**src/rtl/imem_dmem_arbiter_pkg.sv**
```systemverilog
// Shared definitions for the instruction/data port arbiter on the unified RAM.
package imem_dmem_arbiter_pkg;

    localparam int unsigned ADDR_W_DEF      = 16;
    localparam int unsigned MAX_D_BURST_DEF = 4;
    localparam int unsigned BURST_W         = 4;
    localparam int unsigned DATA_W          = 32;
    localparam int unsigned MASK_W          = 4;

    typedef enum logic [1:0] {
        OWN_NONE = 2'b00,
        OWN_I    = 2'b01,
        OWN_D    = 2'b10
    } owner_t;

endpackage

```
**src/rtl/imem_dmem_arbiter.sv**
```systemverilog
// Arbitrates fetch and load/store ports onto one single-port RAM, data first,
// with a bounded data burst so a waiting fetch is eventually forced through.
module imem_dmem_arbiter
    import imem_dmem_arbiter_pkg::*;
#(
    parameter int unsigned ADDR_W      = ADDR_W_DEF,
    parameter int unsigned MAX_D_BURST = MAX_D_BURST_DEF
) (
    input  logic                clk,
    input  logic                resetn,
    input  logic                i_req,
    input  logic [ADDR_W-1:0]   i_addr,
    output logic                i_gnt,
    output logic                i_rvalid,
    output logic [DATA_W-1:0]   i_rdata,
    input  logic                d_req,
    input  logic [ADDR_W-1:0]   d_addr,
    input  logic [MASK_W-1:0]   d_wmask,
    input  logic [DATA_W-1:0]   d_wdata,
    output logic                d_gnt,
    output logic                d_rvalid,
    output logic [DATA_W-1:0]   d_rdata,
    output logic                ram_en,
    output logic [ADDR_W-3:0]   ram_addr,
    output logic [MASK_W-1:0]   ram_wmask,
    output logic [DATA_W-1:0]   ram_wdata,
    input  logic [DATA_W-1:0]   ram_rdata,
    output logic [31:0]         fetch_stall_cnt
);

    owner_t             owner_q, owner_d;
    logic [BURST_W-1:0] burst_q, burst_d;
    logic               force_i;
    logic               unused_addr_bits;

    // Word-aligned RAM ignores the byte offset of both ports.
    assign unused_addr_bits = ^{i_addr[1:0], d_addr[1:0]};

    // Grant, RAM steering and next owner / burst state.
    always_comb begin
        force_i   = i_req && (burst_q == BURST_W'(MAX_D_BURST));
        d_gnt     = resetn && d_req && !force_i;
        i_gnt     = resetn && i_req && !d_gnt;
        ram_en    = i_gnt || d_gnt;
        ram_addr  = d_gnt ? d_addr[ADDR_W-1:2] : i_addr[ADDR_W-1:2];
        ram_wmask = d_gnt ? d_wmask : '0;
        ram_wdata = d_wdata;

        owner_d = OWN_NONE;
        if (i_gnt) begin
            owner_d = OWN_I;
        end else if (d_gnt && (d_wmask == '0)) begin
            owner_d = OWN_D;
        end

        burst_d = burst_q;
        if (i_gnt || !i_req) begin
            burst_d = '0;
        end else if (d_gnt && (burst_q < BURST_W'(MAX_D_BURST))) begin
            burst_d = burst_q + BURST_W'(1);
        end
    end

    always_ff @(posedge clk) begin
        if (!resetn) begin
            owner_q         <= OWN_NONE;
            burst_q         <= '0;
            fetch_stall_cnt <= '0;
        end else begin
            owner_q <= owner_d;
            burst_q <= burst_d;
            if (i_req && !i_gnt) begin
                fetch_stall_cnt <= fetch_stall_cnt + 32'd1;
            end
        end
    end

    // Read data is shared; only the owner's rvalid qualifies it.
    assign i_rvalid = (owner_q == OWN_I);
    assign d_rvalid = (owner_q == OWN_D);
    assign i_rdata  = ram_rdata;
    assign d_rdata  = ram_rdata;

endmodule

```
**config.mk**
```make
export PLATFORM = sky130hd
export DESIGN_NAME = imem_dmem_arbiter
export DESIGN_NICKNAME = d
export VERILOG_FILES = /design/src/rtl/imem_dmem_arbiter_pkg.sv /design/src/rtl/imem_dmem_arbiter.sv
export SDC_FILE = /design/constraint.sdc
export NUM_CORES = 1
export LEC_CHECK = 0
export CORE_MARGIN = 5
export CORE_UTILIZATION = 32
export CTS_CLUSTER_SIZE = 14
export DETAILED_ROUTE_END_ITERATION = 10
export GPL_TIMING_DRIVEN = 0
export HOLD_SLACK_MARGIN = 0.12
export PLACE_DENSITY_LB_ADDON = 0.05
export SLEW_MARGIN = 30
export SYNTH_ARGS = -nofsm -noshare
export SYNTH_HDL_FRONTEND = slang
export SYNTH_SLANG_ARGS = --single-unit
```
**constraint.sdc**
```tcl
create_clock -name clk -period 2 [get_ports clk]
set_clock_uncertainty 0.05 [all_clocks]
set_input_delay 0.2 -clock clk [delete_from_list [all_inputs] [get_ports clk]]
set_output_delay 0.2 -clock clk [all_outputs]
set_load 0.03 [all_outputs]
```
* Word level (Yosys, flattened, before mapping)
Index checks and enable logic that the tools add are counted.
** Storage, ports and cells
- Register bits :: 38
- Input bits :: 104
- Output and inout bits :: 151
- Logic and storage cells :: 32
** Operators by class
- $add $sub $neg :: 2
- Order comparisons :: 1
- Equality and inequality tests :: 3
- Mux-type cells :: 4
- Bitwise logic cells :: 1
- Reduce and logical (&&, ||, !) cells :: 17
** Operator list (count)
- $add 32x1->32 const B :: 1
- $mux 14 :: 1
- $logic_and 1x1->1 :: 8
- $add 4x1->4 const B :: 1
- $eq 4x3->1 const B :: 1
- $logic_not 1->1 :: 4
- $logic_not 4->1 :: 1
- $lt 4x3->1 const B :: 1
- $mux 4 :: 1
- $reduce_or 2->1 :: 2
- $eq 2x1->1 const B :: 1
- $eq 2x2->1 const B :: 1
- $logic_or 1x1->1 :: 2
- $mux 2 :: 1
- $mux 1 :: 1
- $not 1->1 :: 1

* Longest topological paths before layout
- Depth after elaboration :: 8
- Depth in mapped cells :: 8
- Gate-level depth less buffers :: 7

* Worst setup path before layout
OpenSTA, ideal clock, no wires.
- Path kind :: register -> output
- Start :: register burst_q[0]
- End :: output port ram_addr[11]
- Arrival :: 1.660 ns
- Required time :: 1.750 ns
- Setup slack :: 0.090 ns
- Cell stages (with the launch flop) :: 6
- Path buffers :: 1
- Path through :: dfxtp_1 > inv_1 > ha_1 > a41oi_2 > buf_2 > mux2_2
** On the way
- Cells in the longest elaborated chain, start to end :: 5
** Ends and longest elaborated chain
- start, declared :: line imem_dmem_arbiter.sv:32 : logic [BURST_W-1:0] burst_q, burst_d;
- start signal, assigned :: line imem_dmem_arbiter.sv:71 : burst_q <= burst_d;
- $eq 4x3->1 :: line imem_dmem_arbiter.sv:41 : force_i = i_req && (burst_q == BURST_W'(MAX_D_BURST));
- $logic_and 1x1->1 :: line imem_dmem_arbiter.sv:41
- $logic_not 1->1 :: line imem_dmem_arbiter.sv:42 : d_gnt = resetn && d_req && !force_i;
- $logic_and 1x1->1 :: line imem_dmem_arbiter.sv:42
- net d_gnt :: line imem_dmem_arbiter.sv:20 : output logic d_gnt,
- $mux 14 :: line imem_dmem_arbiter.sv:45 : ram_addr = d_gnt ? d_addr[ADDR_W-1:2] : i_addr[ADDR_W-1:2];
- end, declared :: line imem_dmem_arbiter.sv:24 : output logic [ADDR_W-3:0] ram_addr,
The timed path passes the listed nets, and every way through them passes these cells.

* Worst setup path in the final report
- Start :: register burst_q[1]
- End :: output port ram_addr[0]
** On the way
- Cells in the longest elaborated chain, start to end :: 5
** Ends and longest elaborated chain (line)
- $eq 4x3->1 :: imem_dmem_arbiter.sv:41
- $logic_and 1x1->1 :: imem_dmem_arbiter.sv:41
- $logic_not 1->1 :: imem_dmem_arbiter.sv:42
- $logic_and 1x1->1 :: imem_dmem_arbiter.sv:42
- $mux 14 :: imem_dmem_arbiter.sv:45
No other way between the ends.

==> qor.csv <==
metric;value;unit
Setup CP Type;flop to primary output;
later-pin clock latency in the skew report;0.29;ns
Synth Net Count;444;
Die X;105;um
fillers;806;
Die Y;105;um
DR vias;2882;
grt ovf;0;
Detail Route Antenna Nets;0;
Max IR drop VDD;0.226;mV
vias in the first global route;2959;
TritonCTS clock tree;done;
post-synthesis sequential area ratio;26.3;%
pin count of the biggest net entering global routing;12;
Non-Filler Cell Area, Final;5100;sq um
H-tree depth;2;
NetSw;0.000700;W
Worst Setup SP;burst_q[1];
footprint of the multi-input gates;1390;sq um
outcome;completed;
gpl congestion;0.766;
CP Max Fanout;5;
internal power;0.00149;W
I/O Buffers;184;
core footprint;8760;sq um
sw frac;32.0;%
flop-to-flop setup slack;0.19;ns
Total Routed Length;9.55;mm
Final period util;99.8;%
max_cap viols;0;
Async S/R FF share, synth;0;%
Critical Path Sink Type;primary output;
Final Hold Fails;0;
reg-to-reg critical path startpoint;burst_q[1];
initial antenna violation count;0;
Starting Density;33.0;%
commonest non-fill, non-tap cell in the layout;clkdlybuf4s50_1;
Reg2Reg Depth;9;
slowest cell on the critical path;dfxtp_2;
Slew headroom;64.8;%
Post-synth EDFFs;0;
DRT Pass-1 Iters;4;
drt wl/cell;14.8;um
TNS Setup;0;ns
max-slew violations;0;
endpoints failing setup;0;
CP Cell Sequence;inv_2 > ha_4 > a41oi_4 > buf_6 > mux2_2 > buf_2;
# IOs;255;
maximum root-to-sink buffer count;2;
Slew @ Worst Pin;0.528;ns
GRT Overall Usage;16.3;%
Iter 0 DRT Violations;75;
CTS Buf Count;5;
sequential fraction of design power;35.0;%
worst path buffer plus inverter count;3;
post-synthesis cell type count;36;
FF+latch area;764;sq um
Avg Cell Area, Syn;8.58;sq um
clk slew on worst S/H paths;0.07;ns
min cycle time layout;2.00;ns
post-placement cell area;4870;sq um
Hold WC Path Type;input port to flop;
Syn Inst Count;337;
die area;11000;sq um
Worst Path Required;1.75;ns
crit start category;flop;
clk sinks;38;
RSZ-0062 raised after global routing;yes;
row cnt;34;
layout cells sized above 1;33.4;%
Primary FF master, synth;dfxtp_1;
CP peak stage delay;0.34;ns
Vias/cell;4.48;
register bit total from synthesis;38;
Mapped Area;2890;sq um
synth warn;0;
Area Overhead vs Synth;76.3;%
FF-to-FF End;fetch_stall_cnt[30];
Static Leak;2.13;nW
Power Density;428;nW/um^2
Worst EP arrival;1.75;ns
Clock power frac;25.4;%
Crit path depth;6;
kind of cell adding the most delay to the critical path;buffers and inverters;
nets;642;
global-route wire length before repair;14.9;mm
final HPWL from detailed placement;8.03;mm
drc violations;0;
CP endpoint;ram_addr[0];
Logic pwr share;39.7;%
root buf cell;clkbuf_8;
commonest non-fill, non-tap cells in the layout;162 x clkdlybuf4s50_1, 102 x buf_4, 37 x nor2_1, 35 x dfxtp_1, 22 x xnor2_1;
FMAX;501;MHz
Diodes inserted;0;
Hold Buf Count CTS;0;
worst min-delay path: stages:
cell and delay, ns:
buf_4 0.16, nand2_1 0.09, nor2_1 0.04
power groups by stage:
stage	Sequential, W	Combinational [W]	Clock [W]
3_3_place_gp	0.000782	0.000835	0
6_report	0.000764	0.000867	0.000554
4_1_cts	0.000764	0.000872	0.000571
5_1_grt	0.000765	0.000908	0.000606
3_5_place_dp	0.000782	0.000840	0
2_1_floorplan	0.000785	0.000492	0
registers in the layout (all words and copies together), names as in the netlist:
name,cells
owner_q,2
burst_q,4
fetch_stall_cnt,32
repair_timing:
action                     4_1_cts  5_1_grt
resized for setup              135       21
setup endpoints to repair       21       22
setup buffers                    6        0
pin swaps                        2        0
cloned                           1        0
cell usage after synthesis (3+ instances only):
library cell / number / share of area [%]
buf_4: 97 / 25
and4_1: 5 / 1.5
buf_2: 5 / 0.86
inv_1: 7 / 0.91
nand4_1: 6 / 1.3
clkbuf_1: 4 / 0.52
xor2_1: 3 / 0.91
and3_1: 9 / 1.9
nand2_1: 20 / 2.6
nor4_2: 8 / 3.5
nand2b_1: 6 / 1.3
xnor2_1: 22 / 6.7
nor4_1: 5 / 1.1
nor2_1: 37 / 4.8
ha_1: 3 / 1.3
and2_1: 6 / 1.3
dfxtp_1: 38 / 26
mux2i_1: 5 / 1.7
mux2_2: 14 / 5.4
nand3_1: 11 / 1.9
a21oi_1: 3 / 0.52
cell type report:
cell class | instances | area share [%]
Timing Repair Buffer | 191 | 36.9
Clock inverter | 1 | 0.0981
Buffer | 108 | 15.8
Tap cell | 108 | 2.65
Sequential cell | 38 | 15.0
Clock buffer | 7 | 1.69
Inverter | 8 | 0.589
Multi-Input combinational cell | 183 | 27.3
cell families after synthesis:
group,count (synthesis),share of synthesized area [%]
mux,19,7.18
xor+xnor,25,7.57
flops,38,26.3
fa+ha+maj,3,1.30
simple gates,128,27.3
buf+inv,116,28.4
compound gates,8,1.99
metrics by stage:
stage	utilization [%]	cells	setup slack [ns]	hold slack [ns]	total power (W)
6_report	58.2	644	0.00335	0.188	0.00219
4_1_cts	58.1	644	-0.0491	0.173	0.00221
3_3_place_gp	55.6	629	-0.721	0.413	0.00162
2_1_floorplan	-	337	0.0904	0.380	0.00128
3_5_place_dp	55.6	629	-0.746	0.423	0.00162
5_1_grt	58.2	644	-0.0560	0.209	0.00228
metal layers:
metal	track usage [%]	vias to the layer above	wire length, um
met5	0	-	0
met4	4.20	0	116
met3	7.58	11	1200
met2	31.0	144	5050
met1	15.7	1308	3190
li1	-	1419	-
worst min-delay path by stage:
stage / endpoint / cells after the start / from
4_1_cts: owner_q[0] / 3 / i_req
6_report: owner_q[0] / 3 / i_req
3_3_place_gp: fetch_stall_cnt[31] / 2 / fetch_stall_cnt[31]
5_1_grt: fetch_stall_cnt[28] / 3 / resetn
3_5_place_dp: fetch_stall_cnt[31] / 2 / fetch_stall_cnt[31]
2_1_floorplan: owner_q[1] / 2 / d_wmask[3]
Note: power is estimated with default switching activity, not from simulation.
